### config.mk
export PLATFORM = sky130hd
export DESIGN_NAME = matmul_datapath
export DESIGN_NICKNAME = d
export VERILOG_FILES = /design/src/rtl/matmul_pkg.sv /design/src/rtl/matmul_datapath_mac.sv /design/src/rtl/matmul_datapath.sv
export SDC_FILE = /design/constraint.sdc
export NUM_CORES = 1
export LEC_CHECK = 0
export CAP_MARGIN = 0
export CORE_ASPECT_RATIO = 0.5
export CORE_MARGIN = 10
export CORE_UTILIZATION = 60
export CTS_CLUSTER_SIZE = 20
export DETAILED_ROUTE_END_ITERATION = 8
export GPL_TIMING_DRIVEN = 0
export PLACE_DENSITY = 0.77
export SLEW_MARGIN = 40
export SYNTH_ARGS = -nofsm -noshare
export SYNTH_HDL_FRONTEND = slang
export SYNTH_HIERARCHICAL = 1
export SYNTH_SLANG_ARGS = --single-unit
### constraint.sdc
create_clock -name clk -period 8.8 [get_ports clk]
set_input_delay 2.2 -clock clk [delete_from_list [all_inputs] [get_ports clk]]
set_output_delay 2.2 -clock clk [all_outputs]
set_load 0.05 [all_outputs]
### src/rtl/matmul_pkg.sv
// ---------------------------------------------------------------------------
// matmul_pkg
// Shared definitions for the matmul compute datapath:
//   - FSM state encodings (IDLE, ARM, MAC, OUT, DONE)
//   - clog2 helper usable in parameter expressions
//   - acc_width: accumulator width that cannot overflow for an N-term dot
//     product of DW-bit signed operands
// ---------------------------------------------------------------------------
package matmul_pkg;

    localparam logic [2:0] ST_IDLE = 3'd0;
    localparam logic [2:0] ST_ARM  = 3'd1;
    localparam logic [2:0] ST_MAC  = 3'd2;
    localparam logic [2:0] ST_OUT  = 3'd3;
    localparam logic [2:0] ST_DONE = 3'd4;

    // Ceiling log2; clog2(1) = 0.
    function automatic int clog2(input int value);
        int r;
        int v;
        r = 0;
        v = value - 1;
        while (v > 0) begin
            r++;
            v = v >> 1;
        end
        return r;
    endfunction

    // 2*DW-bit products plus clog2(N) growth bits for the N-term sum.
    function automatic int acc_width(input int dw, input int n);
        return 2 * dw + clog2(n);
    endfunction

endpackage

### src/rtl/matmul_datapath_mac.sv
// ---------------------------------------------------------------------------
// mac_unit
// Signed multiply-accumulate with clear-on-first.
//   clk  : rising-edge clock
//   rst  : asynchronous active-high reset (clears the running sum)
//   clr  : this term starts a new dot product (sum = a*b)
//   en   : update the running sum with the current term
//   a, b : signed DW-bit operands
//   acc  : running total INCLUDING the current term (combinational), so the
//          caller can register the final sum in the same cycle as the last
//          term instead of waiting an extra cycle.
// ---------------------------------------------------------------------------
module mac_unit
    import matmul_pkg::*;
#(
    parameter int DW    = 8,
    parameter int ACC_W = 2 * DW + 1
) (
    input  logic                    clk,
    input  logic                    rst,
    input  logic                    clr,
    input  logic                    en,
    input  logic signed [DW-1:0]    a,
    input  logic signed [DW-1:0]    b,
    output logic signed [ACC_W-1:0] acc
);

    logic signed [2*DW-1:0]  prod_p0;
    logic signed [ACC_W-1:0] acc_p1;

    // Stage p0: product and sum of the current term (combinational)
    assign prod_p0 = (2*DW)'(a) * (2*DW)'(b);
    assign acc     = clr ? ACC_W'(prod_p0) : acc_p1 + ACC_W'(prod_p0);

    // Stage p1: running sum register
    always_ff @(posedge clk or posedge rst) begin
        if (rst) begin
            acc_p1 <= '0;
        end else if (en) begin
            acc_p1 <= acc;
        end
    end

endmodule

### src/rtl/matmul_datapath.sv
// ---------------------------------------------------------------------------
// matmul_datapath
// Compute engine driven by the matmul control FSM. Streams in A then B
// (row-major, signed), computes C = A*B with one MAC per cycle, streams C
// out row-major and pulses done_datapath when the last element is taken.
//
// Ports:
//   clk           rising-edge clock
//   rst           asynchronous active-high reset
//   load_A_B      while IDLE: rewind the element write pointer
//   start_mul     level; rising edge arms a computation, low aborts it
//   in_valid/in_ready/in_data      element input stream (A then B)
//   out_valid/out_ready/out_data   C output stream, row-major
//   done_datapath one-cycle pulse after the last C handshake
//
// Configuration:
//   MATMUL_DP_SAT_EN  defined   : out_data = accumulator clamped to OUT_W
//                     undefined : out_data = low OUT_W bits (wrap)
// ---------------------------------------------------------------------------
module matmul_datapath
    import matmul_pkg::*;
#(
    parameter int N     = 4,
    parameter int DW    = 8,
    parameter int OUT_W = 2 * DW,
    parameter int ACC_W = acc_width(DW, N)
) (
    input  logic                    clk,
    input  logic                    rst,
    input  logic                    load_A_B,
    input  logic                    start_mul,
    input  logic                    in_valid,
    input  logic signed [DW-1:0]    in_data,
    output logic                    in_ready,
    output logic                    out_valid,
    output logic signed [OUT_W-1:0] out_data,
    input  logic                    out_ready,
    output logic                    done_datapath
);

    localparam int NN   = N * N;
    localparam int FULL = 2 * NN;
    localparam int PW   = clog2(FULL + 1);
    localparam int MW   = clog2(FULL);
    localparam int IW   = clog2(N);

`ifdef MATMUL_DP_SAT_EN
    localparam bit SAT_EN = 1'b1;
`else
    localparam bit SAT_EN = 1'b0;
`endif

    localparam logic signed [OUT_W-1:0] SAT_HI = {1'b0, {(OUT_W-1){1'b1}}};
    localparam logic signed [OUT_W-1:0] SAT_LO = {1'b1, {(OUT_W-1){1'b0}}};

    // Reduce the accumulator to the output width: clamp or wrap.
    function automatic logic signed [OUT_W-1:0] sat_out(input logic signed [ACC_W-1:0] v);
        if (SAT_EN) begin
            if (v > ACC_W'(SAT_HI)) begin
                return SAT_HI;
            end
            if (v < ACC_W'(SAT_LO)) begin
                return SAT_LO;
            end
        end
        return v[OUT_W-1:0];
    endfunction

    logic [2:0]    state;
    logic [PW-1:0] wr_ptr;
    logic [IW-1:0] i_idx;
    logic [IW-1:0] j_idx;
    logic [IW-1:0] k_idx;
    logic          start_q;

    // A occupies entries 0..NN-1, B occupies NN..2*NN-1.
    logic signed [DW-1:0] elem_mem [FULL];

    logic                    rise;
    logic                    full;
    logic                    load_clr;
    logic                    in_fire;
    logic                    abort;
    logic                    last_k;
    logic                    last_elem;
    logic [MW-1:0]           a_idx;
    logic [MW-1:0]           b_idx;
    logic signed [DW-1:0]    mac_a;
    logic signed [DW-1:0]    mac_b;
    logic signed [ACC_W-1:0] mac_acc;

    always_comb begin
        rise      = start_mul & ~start_q;
        full      = (wr_ptr == PW'(FULL));
        load_clr  = (state == ST_IDLE) & load_A_B;
        in_fire   = in_valid & in_ready;
        abort     = ~start_mul & (state != ST_IDLE) & (state != ST_DONE);
        last_k    = (k_idx == IW'(N - 1));
        last_elem = (i_idx == IW'(N - 1)) & (j_idx == IW'(N - 1));
        a_idx     = MW'(int'(i_idx) * N + int'(k_idx));
        b_idx     = MW'(NN + int'(k_idx) * N + int'(j_idx));
        mac_a     = elem_mem[a_idx];
        mac_b     = elem_mem[b_idx];
    end

    // rst gates in_ready so the input stays closed for the whole reset.
    assign in_ready      = ~rst & ((state == ST_IDLE) | (state == ST_ARM)) & ~full;
    assign out_valid     = (state == ST_OUT);
    assign done_datapath = (state == ST_DONE);

    // Element storage: a rewind in IDLE suppresses a coincident write.
    always_ff @(posedge clk) begin
        if (in_fire & ~load_clr) begin
            elem_mem[wr_ptr[MW-1:0]] <= in_data;
        end
    end

    mac_unit #(
        .DW    (DW),
        .ACC_W (ACC_W)
    ) u_mac (
        .clk (clk),
        .rst (rst),
        .clr (k_idx == '0),
        .en  (state == ST_MAC),
        .a   (mac_a),
        .b   (mac_b),
        .acc (mac_acc)
    );

    always_ff @(posedge clk or posedge rst) begin
        if (rst) begin
            state    <= ST_IDLE;
            wr_ptr   <= '0;
            i_idx    <= '0;
            j_idx    <= '0;
            k_idx    <= '0;
            start_q  <= 1'b0;
            out_data <= '0;
        end else begin
            start_q <= start_mul;

            if (load_clr) begin
                wr_ptr <= '0;
            end else if (in_fire) begin
                wr_ptr <= wr_ptr + 1'b1;
            end

            // Abort keeps wr_ptr so a re-rise recomputes the stored matrices.
            if (abort) begin
                state <= ST_IDLE;
                i_idx <= '0;
                j_idx <= '0;
                k_idx <= '0;
            end else begin
                case (state)
                    ST_IDLE: begin
                        if (rise) begin
                            state <= ST_ARM;
                        end
                    end
                    ST_ARM: begin
                        if (full) begin
                            state <= ST_MAC;
                        end
                    end
                    ST_MAC: begin
                        if (last_k) begin
                            out_data <= sat_out(mac_acc);
                            k_idx    <= '0;
                            state    <= ST_OUT;
                        end else begin
                            k_idx <= k_idx + 1'b1;
                        end
                    end
                    ST_OUT: begin
                        if (out_ready) begin
                            if (last_elem) begin
                                state <= ST_DONE;
                            end else begin
                                if (j_idx == IW'(N - 1)) begin
                                    j_idx <= '0;
                                    i_idx <= i_idx + 1'b1;
                                end else begin
                                    j_idx <= j_idx + 1'b1;
                                end
                                state <= ST_MAC;
                            end
                        end
                    end
                    ST_DONE: begin
                        state <= ST_IDLE;
                        i_idx <= '0;
                        j_idx <= '0;
                        k_idx <= '0;
                    end
                    default: begin
                        state <= ST_IDLE;
                    end
                endcase
            end
        end
    end

endmodule

* Word level (Yosys, flattened, before mapping) *
Memories as Yosys holds them, arrays and structs flattened.
Cells that the tools add are included.

word-level totals
  flip-flop bits (word level) = 50
  bits in writable memories = 256
  input bits = 14
  output and inout port bits = 19
  word-level logic and storage cells = 84
  memories = 1

operators by class
  $add $sub $neg = 8
  multipliers = 1
  equality and inequality tests = 15
  multiplexer cells = 25
  bitwise operators = 16
  reduce and logical (&&, ||, !) cells = 10

memory list
  memory    words  width  rd ports  clocked after Yosys merged registers in  write ports  RTL line               text
  elem_mem  32     8      2         0                                        1            matmul_datapath.sv:77  logic signed [DW-1:0] elem_mem [FULL];

operators by type and width
  cell                                                                      count
  2-bit two-way mux                                                         10
  18-bit by 16-bit adder with 18-bit output                                 1
  18-bit two-way mux                                                        1
  3-bit two-way mux                                                         6
  8-bit by 8-bit multiplier with 16-bit output                              1
  3-bit inequality test (second input constant)                             5
  6-bit two-way mux                                                         2
  2-bit one-hot mux with 2 select lines                                     3
  3-bit one-hot mux with 4 select lines                                     1
  1-bit AND                                                                 9
  3-bit nonzero test                                                        3
  4-bit AND reduction                                                       2
  2-bit by 1-bit adder with 2-bit output (second input constant)            3
  6-bit by 1-bit adder with 6-bit output (second input constant)            1
  2-bit equality test (second input constant)                               3
  3-bit by 2-bit equality test with 1-bit output (second input constant)    2
  6-bit equality test (second input constant)                               1
  3-bit by 1-bit inequality test with 1-bit output (second input constant)  2
  1-bit NOT                                                                 6
  3-bit AND reduction                                                       2
  4-bit by 2-bit adder with 5-bit output                                    1
  5-bit by 2-bit adder with 5-bit output                                    1
  5-bit by 4-bit adder with 5-bit output (first input constant)             1
  3-bit by 1-bit equality test with 1-bit output (second input constant)    1
  other kinds (6)                                                           7

* Longest topological paths before layout *
  depth in word-level cells = 8
  depth in mapped cells = 30
  gate-level depth less buffers = 27

* Cells and area by module *
Netlist, hierarchy kept.

by module, submodules not included
  module           times used  cells an instance  area an instance (um2)  seq. area each (um2)
  matmul_datapath  1           588                11355.9                 8488.1
  mac_unit         1           490                4312.9                  450.4

* Worst setup path before layout *
No wires, ideal clock.

  kind = register to register
  start point = register k_idx[0]
  end point = register u_mac.acc_p1[17]
  library setup time = 0.124 ns
  arrival time = 6.830 ns
  data required time = 8.676 ns
  path slack = 1.847 ns
  stages on the path, launching flop included = 29
  path buffers = 2
  period minus slack after synthesis = 6.953 ns
  cells stage by stage = dfrtp_1 > buf_2 > buf_2 > mux4_2 > a22oi_1 > nand2_1 > and2_1 > fa_1 > inv_1 > fa_1 > inv_1 > fa_1 > inv_1 > fa_1 > inv_1 > ha_1 > o21ai_0 > o21ai_2 > a31oi_4 > nor4bb_1 > or3_4 > ha_1 > a211oi_1 > o21ai_0 > a211oi_1 > nor3_2 > mux2i_1 > nand2_1 > a2bb2oi_1

on the way
  elaborated cells between the ends (all ways) = 8
  those cells by class = add/sub: 4; mul: 1; mux: 1; reduce/logical: 1; memory: 1

RTL lines
  element                                         RTL line                   text
  from (decl)                                     matmul_datapath.sv:73      logic [IW-1:0] k_idx;
  from (signal assigned)                          matmul_datapath.sv:173     k_idx <= k_idx + 1'b1;
  4-bit by 2-bit adder with 5-bit output *        matmul_datapath.sv:100     a_idx = MW'(int'(i_idx) * N + int'(k_idx));
  memory read 32 x 8 bit *                        --
  net mac_a[3]                                    matmul_datapath.sv:88      logic signed [DW-1:0] mac_a;
  8-bit by 8-bit multiplier with 16-bit output *  matmul_datapath_mac.sv:32  assign prod_p0 = (2*DW)'(a) * (2*DW)'(b);
  18-bit by 16-bit adder with 18-bit output       matmul_datapath_mac.sv:33  assign acc = clr ? ACC_W'(prod_p0) : acc_p1 + ACC_W'(prod_p0);
  18-bit two-way mux *                            matmul_datapath_mac.sv:33
  to (signal assigned)                            matmul_datapath_mac.sv:38  acc_p1 <= '0;
  to (signal assigned)                            matmul_datapath_mac.sv:40  acc_p1 <= acc;
  to (decl)                                       matmul_datapath_mac.sv:29  logic signed [ACC_W-1:0] acc_p1;

The timed path passes the listed nets; every way through them passes the cells marked *.
A chain may end at the register's enable or synchronous reset.

* Final worst setup path *
  start point = register k_idx[1]
  end point = register out_data[14]

on the way
  cells in the longest elaborated chain, start to end = 6
  elaborated cells between the ends (all ways) = 10
  those cells by class = add/sub: 4; mul: 1; eq/ne: 1; mux: 1; reduce/logical: 2; memory: 1

RTL lines
  element                                         RTL line                   text
  5-bit by 4-bit adder with 5-bit output *        matmul_datapath.sv:101     b_idx = MW'(NN + int'(k_idx) * N + int'(j_idx));
  5-bit by 2-bit adder with 5-bit output *        matmul_datapath.sv:101
  memory read 32 x 8 bit *                        --
  net mac_b[3]                                    matmul_datapath.sv:89      logic signed [DW-1:0] mac_b;
  8-bit by 8-bit multiplier with 16-bit output *  matmul_datapath_mac.sv:32
  18-bit by 16-bit adder with 18-bit output       matmul_datapath_mac.sv:33
  18-bit two-way mux *                            matmul_datapath_mac.sv:33
  net mac_acc[14]                                 matmul_datapath.sv:90      logic signed [ACC_W-1:0] mac_acc;
  to (signal assigned)                            matmul_datapath.sv:169     out_data <= sat_out(mac_acc);
  to (decl)                                       matmul_datapath.sv:36      output logic signed [OUT_W-1:0] out_data,

Marks and branches as above.

==> metrics.txt <==
outcome complete, no violations; Final min period about 8 ns; First-pass DRT Iterations 5; Initial Util between 60% and 70%; Num CTS Buffers 27; mapped cell area around 15000 um2; antenna-violating nets left 0; CP Class reg2reg; Reg2Reg Setup Slack slightly below 0.9 ns; worst slack at placement ~0.94 ns; crit path DAT between 8 and 9 ns; DR DRC count 0; routability congestion estimate 0.856; core area between 20000 and 30000 um2; CP max stage delay ~0.6 ns; Sum Neg Setup Slack 0 ns; PD cells around 260 nW/um2; initial antenna violation count 0; ANT cells 0; R2R depth 29; commonest non-fill, non-tap cells in the layout edfxtp_1, inv_1, nor2_1; CTS tree built; measured slew at the worst slew-check pin about 0.86 ns; yosys warns 6; clock-pin slew on the worst setup and hold paths about 0.070 ns; LEAKAGE ~6.4 nW; VDD IR max between 0.1 and 0.15 mV; chip height ~130 um; GRT Util Overall between 10% and 20%; postcts setup bufs 0; period utilization 90.1%; unrepaired setup endpoints after global routing false; final net count ~1200; DRT Wirelength approximately 32000 um; clock buffer depth 3; CTS sink cnt a little over 300; Mapped Cells 1042; Hold Path Class reg2reg; die extent in x approximately 250 um; Final Setup Violations 0; GRT overflow 0; 1st-iter DRT viols between 800 and 900; Layout area overhead 10.7%; max cap viols 0; latest clock arrival within the worst-skew pair ~0.57 ns; DR vias between 8000 and 9000; post-DP HPWL ~22000 um; Tot Pwr 4.49 mW; Setup crit end kind register; final instance area approximately 17000 um2; drt via density just over 6; layout cell share with drive strength beyond 1 around 17%; num ports 33; Syn Area/Cell approximately 15 um2; Worst path slowest cell clkbuf_1; hold_ws roughly 0.51 ns; commonest non-fill, non-tap cell in the layout edfxtp_1; Worst setup SP type register; Final Hold Fails 0; vias in the first global route approximately 9200; Syn Nets ~1200; placed cell count 1420; Layout Cells excl Fill approximately 1500; Setup crit end out_data[14]; die area 32900 um2; CP max FO 10; Clk Tree Root Cell clkbuf_16; Worst slew margin between 40% and 50%; H-tree levels 1; WL/cell approximately 22 um; post-CTS sizing 0; CTS hold repair buffers 0; # rows between 40 and 50; pin count of the biggest net entering global routing 34; RR Endpoint out_data[14]; fin. max-slew vios 0; fmax between 100 and 150 MHz; DP Area between 15000 and 20000 um2; CP required slightly above 9 ns; setup ws final roughly 0.87 ns; Setup Skew 0.0222 ns; first-pass GRT wire length roughly 51000 um; IO Port Bufs 32; CP startpoint k_idx[1]; Core Util, Final between 60% and 70%; layout filler cell count ~1700; Crit Reg-Reg Startpoint k_idx[1]
## power by group
part	internal [mW]	switching [mW]	leakage, nW
sequential	1.59	0.0107	2.97
combinational	0.676	0.988	2.98
clock	0.688	0.538	0.452
total	2.95	1.54	6.40
## worst max-delay path: cells and delay by family, from the launching register on
kind | cells | cell delay [ns]
buffers and inverters | 7 | 1.31
adders and majority gates | 6 | 2.65
DFF | 1 | 0.35
muxes | 2 | 0.55
and+or+nand+nor | 4 | 1.05
AOI/OAI and AO/OA | 8 | 1.44
xor gates and xnor gates | 2 | 0.44
## layer usage
metal	GRT usage [%]	wire [um]	up-vias
li1	-	-	3946
met1	26.9	13300	4534
met4	4.61	662	0
met3	3.99	2600	53
met2	32.8	15500	358
met5	0	0	-
## worst min path at each step
| stage | slack (ns) | endpoint | cells past startpoint | from |
|---|---|---|---|---|
| after global placement | 0.49 | out_data[7] | 1 | out_data[7] |
| after CTS | 0.51 | out_data[15] | 1 | out_data[15] |
| after global routing | 0.53 | out_data[13] | 1 | out_data[13] |
| after detailed placement | 0.49 | out_data[9] | 1 | out_data[9] |
| after floorplan | 0.49 | u_mac/acc_p1[0] | 1 | u_mac/acc_p1[0] |
| final | 0.51 | out_data[13] | 1 | out_data[13] |
## cell type report
class / count / area [um2] / area share (%)
Buffer: 35 / 154 / 0.902
Tap cell: 344 / 430 / 2.52
Multi-Input combinational cell: 599 / 5980 / 35.1
Sequential cell: 304 / 8890 / 52.1
Clock buffer: 34 / 733 / 4.30
Inverter: 104 / 392 / 2.30
Timing Repair Buffer: 34 / 290 / 1.70
Clock inverter: 16 / 184 / 1.08
## flip-flops by register name, indices dropped and copies added (netlist names)
signal,count
k_idx,2
out_data,16
wr_ptr,6
state,3
j_idx,2
start_q,1
u_mac/acc_p1,16
i_idx,2
elem_mem,256
Power figures use the tool's default switching activity.
